<file path="src/rtl/kmer_hash_sequencer.sv">
// kmer_hash_sequencer: slides a 16-base window over a 2-bit nucleotide stream and emits one murmur hash per k-mer.
// Optional macro KMER_HASH_CANONICAL_EN hashes min(forward, reverse-complement) of each window instead of the forward chunk.

module hasher #(
  parameter int          NUM_OF_BUCKETS = 256,
  parameter logic [31:0] SEED           = 32'h8f83adef
) (
  input  logic [31:0]                       chunk,
  output logic [31:0]                       h1,
  output logic [$clog2(NUM_OF_BUCKETS)-1:0] h2
);
  localparam int          H2_W  = $clog2(NUM_OF_BUCKETS);
  localparam logic [31:0] C1    = 32'hcc9e2d51;
  localparam logic [31:0] C2    = 32'h1b873593;
  localparam logic [31:0] M_ADD = 32'he6546b64;

  logic [31:0] k_mul1;
  logic [31:0] k_rot;
  logic [31:0] k_mul2;
  logic [31:0] h_mix;
  logic [31:0] h_rot;

  // Single murmur3 block step, no finalisation mix.
  always_comb begin
    k_mul1 = chunk * C1;
    k_rot  = (k_mul1 << 15) | (k_mul1 >> 17);
    k_mul2 = k_rot * C2;
    h_mix  = SEED ^ k_mul2;
    h_rot  = (h_mix << 13) | (h_mix >> 19);
    h1     = (h_rot * 32'd5) + M_ADD;
  end

  assign h2 = h1[H2_W-1:0];

endmodule

// state    | meaning
// S_FILL   | fewer than KMER_SIZE bases of the current read are in the window
// S_STREAM | window full; every accepted base emits a k-mer hash
module kmer_hash_sequencer #(
  parameter int NUM_OF_BUCKETS = 256,
  parameter int KMER_SIZE      = 16
) (
  input  logic                              clk,
  input  logic                              rst,
  input  logic                              in_valid,
  output logic                              in_ready,
  input  logic [1:0]                        in_base,
  input  logic                              in_last,
  output logic                              out_valid,
  input  logic                              out_ready,
  output logic [31:0]                       out_h1,
  output logic [$clog2(NUM_OF_BUCKETS)-1:0] out_h2,
  output logic [31:0]                       out_pos,
  output logic                              out_last
);
  localparam int H2_W   = $clog2(NUM_OF_BUCKETS);
  localparam int WIN_W  = 2 * KMER_SIZE;
  localparam int FILL_W = $clog2(KMER_SIZE + 1);
  localparam logic [FILL_W-1:0] FILL_LAST = FILL_W'(KMER_SIZE - 1);
  localparam logic [FILL_W-1:0] FILL_ONE  = FILL_W'(1);

  typedef enum logic {
    S_FILL,
    S_STREAM
  } state_t;

  state_t            state;
  state_t            state_next;
  logic [FILL_W-1:0] fill_cnt;
  logic [FILL_W-1:0] fill_cnt_next;
  logic [31:0]       pos_cnt;
  logic [31:0]       pos_cnt_next;
  logic [WIN_W-1:0]  window;
  logic [WIN_W-1:0]  window_next;
  logic              accept;
  logic              emit;
  logic [31:0]       hash_chunk;
  logic [31:0]       hash_h1;
  logic [H2_W-1:0]   hash_h2;

  assign in_ready = !out_valid || out_ready;
  assign accept   = in_valid && in_ready;

  // Oldest base sits in the top bits; each accepted base shifts in at the bottom.
  always_comb begin
    state_next    = state;
    fill_cnt_next = fill_cnt;
    pos_cnt_next  = pos_cnt;
    window_next   = window;
    emit          = 1'b0;
    if (accept) begin
      window_next = {window[WIN_W-3:0], in_base};
      case (state)
        S_FILL: begin
          fill_cnt_next = fill_cnt + FILL_ONE;
          if (fill_cnt == FILL_LAST) begin
            emit       = 1'b1;
            state_next = S_STREAM;
          end
        end
        S_STREAM: emit = 1'b1;
        default:  state_next = S_FILL;
      endcase
      if (emit) begin
        pos_cnt_next = pos_cnt + 32'd1;
      end
      // End of read restarts the fill whether or not a k-mer was produced.
      if (in_last) begin
        state_next    = S_FILL;
        fill_cnt_next = '0;
        pos_cnt_next  = '0;
      end
    end
  end

  always_ff @(posedge clk) begin
    if (rst) begin
      state    <= S_FILL;
      fill_cnt <= '0;
      pos_cnt  <= '0;
      window   <= '0;
    end else begin
      state    <= state_next;
      fill_cnt <= fill_cnt_next;
      pos_cnt  <= pos_cnt_next;
      window   <= window_next;
    end
  end

`ifdef KMER_HASH_CANONICAL_EN
  logic [31:0] revcomp;

  // Reverse base order and complement each base (A<->T, C<->G is a bitwise invert).
  always_comb begin
    revcomp = '0;
    for (int i = 0; i < 16; i++) begin
      revcomp[2*i +: 2] = ~window_next[30-2*i +: 2];
    end
  end

  assign hash_chunk = (revcomp < window_next[31:0]) ? revcomp : window_next[31:0];
`else
  assign hash_chunk = window_next[31:0];
`endif

  hasher #(
    .NUM_OF_BUCKETS(NUM_OF_BUCKETS)
  ) u_hasher (
    .chunk(hash_chunk),
    .h1   (hash_h1),
    .h2   (hash_h2)
  );

  // Single output register; a new emission may overwrite a result consumed in the same cycle.
  always_ff @(posedge clk) begin
    if (rst) begin
      out_valid <= 1'b0;
      out_h1    <= '0;
      out_h2    <= '0;
      out_pos   <= '0;
      out_last  <= 1'b0;
    end else if (emit) begin
      out_valid <= 1'b1;
      out_h1    <= hash_h1;
      out_h2    <= hash_h2;
      out_pos   <= pos_cnt;
      out_last  <= in_last;
    end else if (out_ready) begin
      out_valid <= 1'b0;
    end
  end

endmodule

</file>
<file path="config.mk">
export PLATFORM = sky130hd
export DESIGN_NAME = kmer_hash_sequencer
export DESIGN_NICKNAME = d
export VERILOG_FILES = /design/src/rtl/kmer_hash_sequencer.sv
export SDC_FILE = /design/constraint.sdc
export NUM_CORES = 2
export LEC_CHECK = 0
export CORE_ASPECT_RATIO = 0.8
export CORE_MARGIN = 1.5
export CORE_UTILIZATION = 45
export DETAILED_ROUTE_END_ITERATION = 8
export PLACE_DENSITY = 0.59
export REMOVE_ABC_BUFFERS = 1
export SYNTH_ARGS = -nofsm -noshare
export SYNTH_HDL_FRONTEND = slang
export SYNTH_SLANG_ARGS = --single-unit
export TNS_END_PERCENT = 10
</file>
<file path="constraint.sdc">
create_clock -name clk -period 22.4 [get_ports clk]
set_input_delay 2.24 -clock clk [delete_from_list [all_inputs] [get_ports clk]]
set_output_delay 2.24 -clock clk [all_outputs]
set_load 0.1 [all_outputs]
</file>
==> impl_metrics.tcl <==
set metrics [dict create \
    numCtsBuffers 17 \
    multi_input_area_mm2 0.0183 \
    arrival_ps 20630 \
    yosysSeqAreaShare_pct 11.6 \
    cts_buffer_depth 2 \
    grt_start_max_net_pins 70 \
    final-hold-violation-count 0 \
    grt_pass1_wl_um 94700 \
    routed_wirelength_um 58600 \
    grt_antenna_before_repair 0 \
    seq_area_mm2 0.00272 \
    vias_per_cell 5.21 \
    tns_ps 0 \
    syn_inst 2528 \
    clk_latency_ps 480 \
    die_area_mm2 0.0534 \
    dr.pass1.iters 6 \
    layout_setup_ws_ps 2170 \
    critPathMaxFanout 27 \
    setup_viol_count_final 0 \
    die_w_um 258 \
    drc 0 \
    crit_required_ps 22800 \
    postCtsSetupBuffers 0 \
    synthesis.area_mm2 0.0234 \
    coreArea_mm2 0.0512 \
    start_util_pct 45.7 \
    die_y_um 207 \
    grt_pass1_vias 17328 \
    min-delay-path-class "reg2reg" \
    wl_per_cell_um 17.8 \
    post_cts_resized 0 \
    fin_skew_ps 17.7 \
    end_kind "register" \
    layout_common_cells "inv_1 (576), ha_1 (434), fa_1 (342)" \
    synthArstFlopShare_pct 0 \
    fin_area_mm2 0.0256 \
    ctsHoldBuffers 0 \
    cts.clk_slew.worst_paths_ps 70 \
    fin_crit_sh_pct 90.3 \
    synth_flop_cell "dfxtp_1" \
    grt_use_total_pct 23.1 \
    grt-ovfl-total 0 \
    htree_levels 4 \
    final_common_cell "inv_1" \
    fin_nets 3372 \
    worst_setup_path_start_kind "primary input" \
    critical-path-max-stage-delay_ps 820 \
    fp-row-count 74 \
    grt_setup_unrepaired "no" \
    pre_cts_ws_ps 1960 \
    cts-root-buf "clkbuf_16" \
    drive_gt1_share_pct 3.19 \
    drtIter0Drc 1167 \
    synth_cell_types 75 \
    worst_pin_slew_ps 1160 \
    fillers 4791 \
    min_period_ps 20230 \
    ios 82 \
    cpMaxStageDelayCell "mux2i_1" \
    dr_total_vias 17119 \
    max_freq_mhz 49.4 \
    path_common_cell "fa_1" \
    cts_tree "yes" \
    synth_area_per_cell_um2 9.26 \
    areaGrowthSynthToFinish_pct 9.38 \
    status "complete, no violations" \
    synth-edff-count 0 \
    maxCapViolations 0 \
    place_area_mm2 0.0250 \
    clock_sinks 136 \
    slew_headroom_pct 22.4 \
    crit_type "in2reg" \
    final_max_slew_viol_count 0 \
    ys_warn_count 0 \
    gp_congestion 0.943 \
    io_buffers 81 \
    hpwl_um 50000 \
    ys_ff_latch 136 \
    detail-route-antenna-nets 0 \
]
[layout make-up]
cell class              count  area share [%]
multi-input cells        1757            71.4
flip-flops and latches    136            10.6
inverters                 576            8.45
repair buffers            101            3.74
well taps                 684            3.34
clock buffers              18            1.68
clock inverters            14           0.728
diodes                      1         0.00978
[per-layer routing]
layer / up-vias / wire length, um / track usage (%)
met5: - / 0 / 0
met3: 36 / 4660 / 6.56
met2: 419 / 24400 / 33.2
met1: 8475 / 29000 / 34.5
li1: 8189 / - / -
met4: 0 / 563 / 4.16
[path summary, 6_finish.rpt]
path | startpoint | end | slack (ps) | cells after the start
min | out_h1[12]$_SDFFE_PP0P_ | out_h1[12]$_SDFFE_PP0P_ | 450 | 2
max | out_ready | out_h1[23]$_SDFFE_PP0P_ | 2170 | 57
max reg2reg | out_valid$_SDFFE_PP0P_ | out_h1[23]$_SDFFE_PP0P_ | 4040 | 56
min reg2reg | out_h1[12]$_SDFFE_PP0P_ | out_h1[12]$_SDFFE_PP0P_ | 450 | 2
[critical path, delay by kind of cell]
family | cells | cell delay (ps)
muxes | 1 | 820
xor gates and xnor gates | 2 | 800
buffers and inverters | 9 | 1410
AOI/OAI and AO/OA | 15 | 4340
adders and majority gates | 21 | 8980
and+or+nand+nor | 9 | 2050
[cell usage after synthesis (15+ instances only)]
library cell | number | area, um2
o21a_1 | 15 | 113
nand3_1 | 23 | 115
clkbuf_1 | 47 | 176
inv_1 | 576 | 2160
o21ai_0 | 58 | 290
dfxtp_1 | 136 | 2720
fa_1 | 342 | 6850
nor3_1 | 21 | 105
nor2_1 | 130 | 488
a21o_1 | 42 | 315
xnor2_1 | 122 | 1070
a21oi_1 | 140 | 701
a31oi_1 | 17 | 106
nand2b_1 | 15 | 93.8
nand2_1 | 177 | 664
xor2_1 | 31 | 272
mux2i_1 | 26 | 260
ha_1 | 434 | 5430
[state kept, by name, summed over array words and instances (netlist names)]
name / flops
fill_cnt: 5
out_valid: 1
out_h1: 32
window: 32
pos_cnt: 32
out_pos: 32
out_last: 1
state: 1
[kinds of logic after synthesis]
kind of cell	after synthesis	synth area share (%)
simple gates	436	8.38
buf+inv	635	10.4
compound gates	357	9.56
mux	29	1.32
flops	136	11.6
fa+ha+maj	776	52.5
xor+xnor	159	6.28
[through the flow]
stage | instances | utilization, % | hold slack (ps)
after floorplan | 2469 | - | 432
after global placement | 3254 | 48.8 | 441
after detailed placement | 3254 | 48.8 | 443
after CTS | 3286 | 50.0 | 452
after global routing | 3286 | 50.0 | 467
final | 3287 | 50.0 | 449
Power is not shown: default switching activity piles up to over one toggle a cycle in this logic, so the estimate is an artifact.
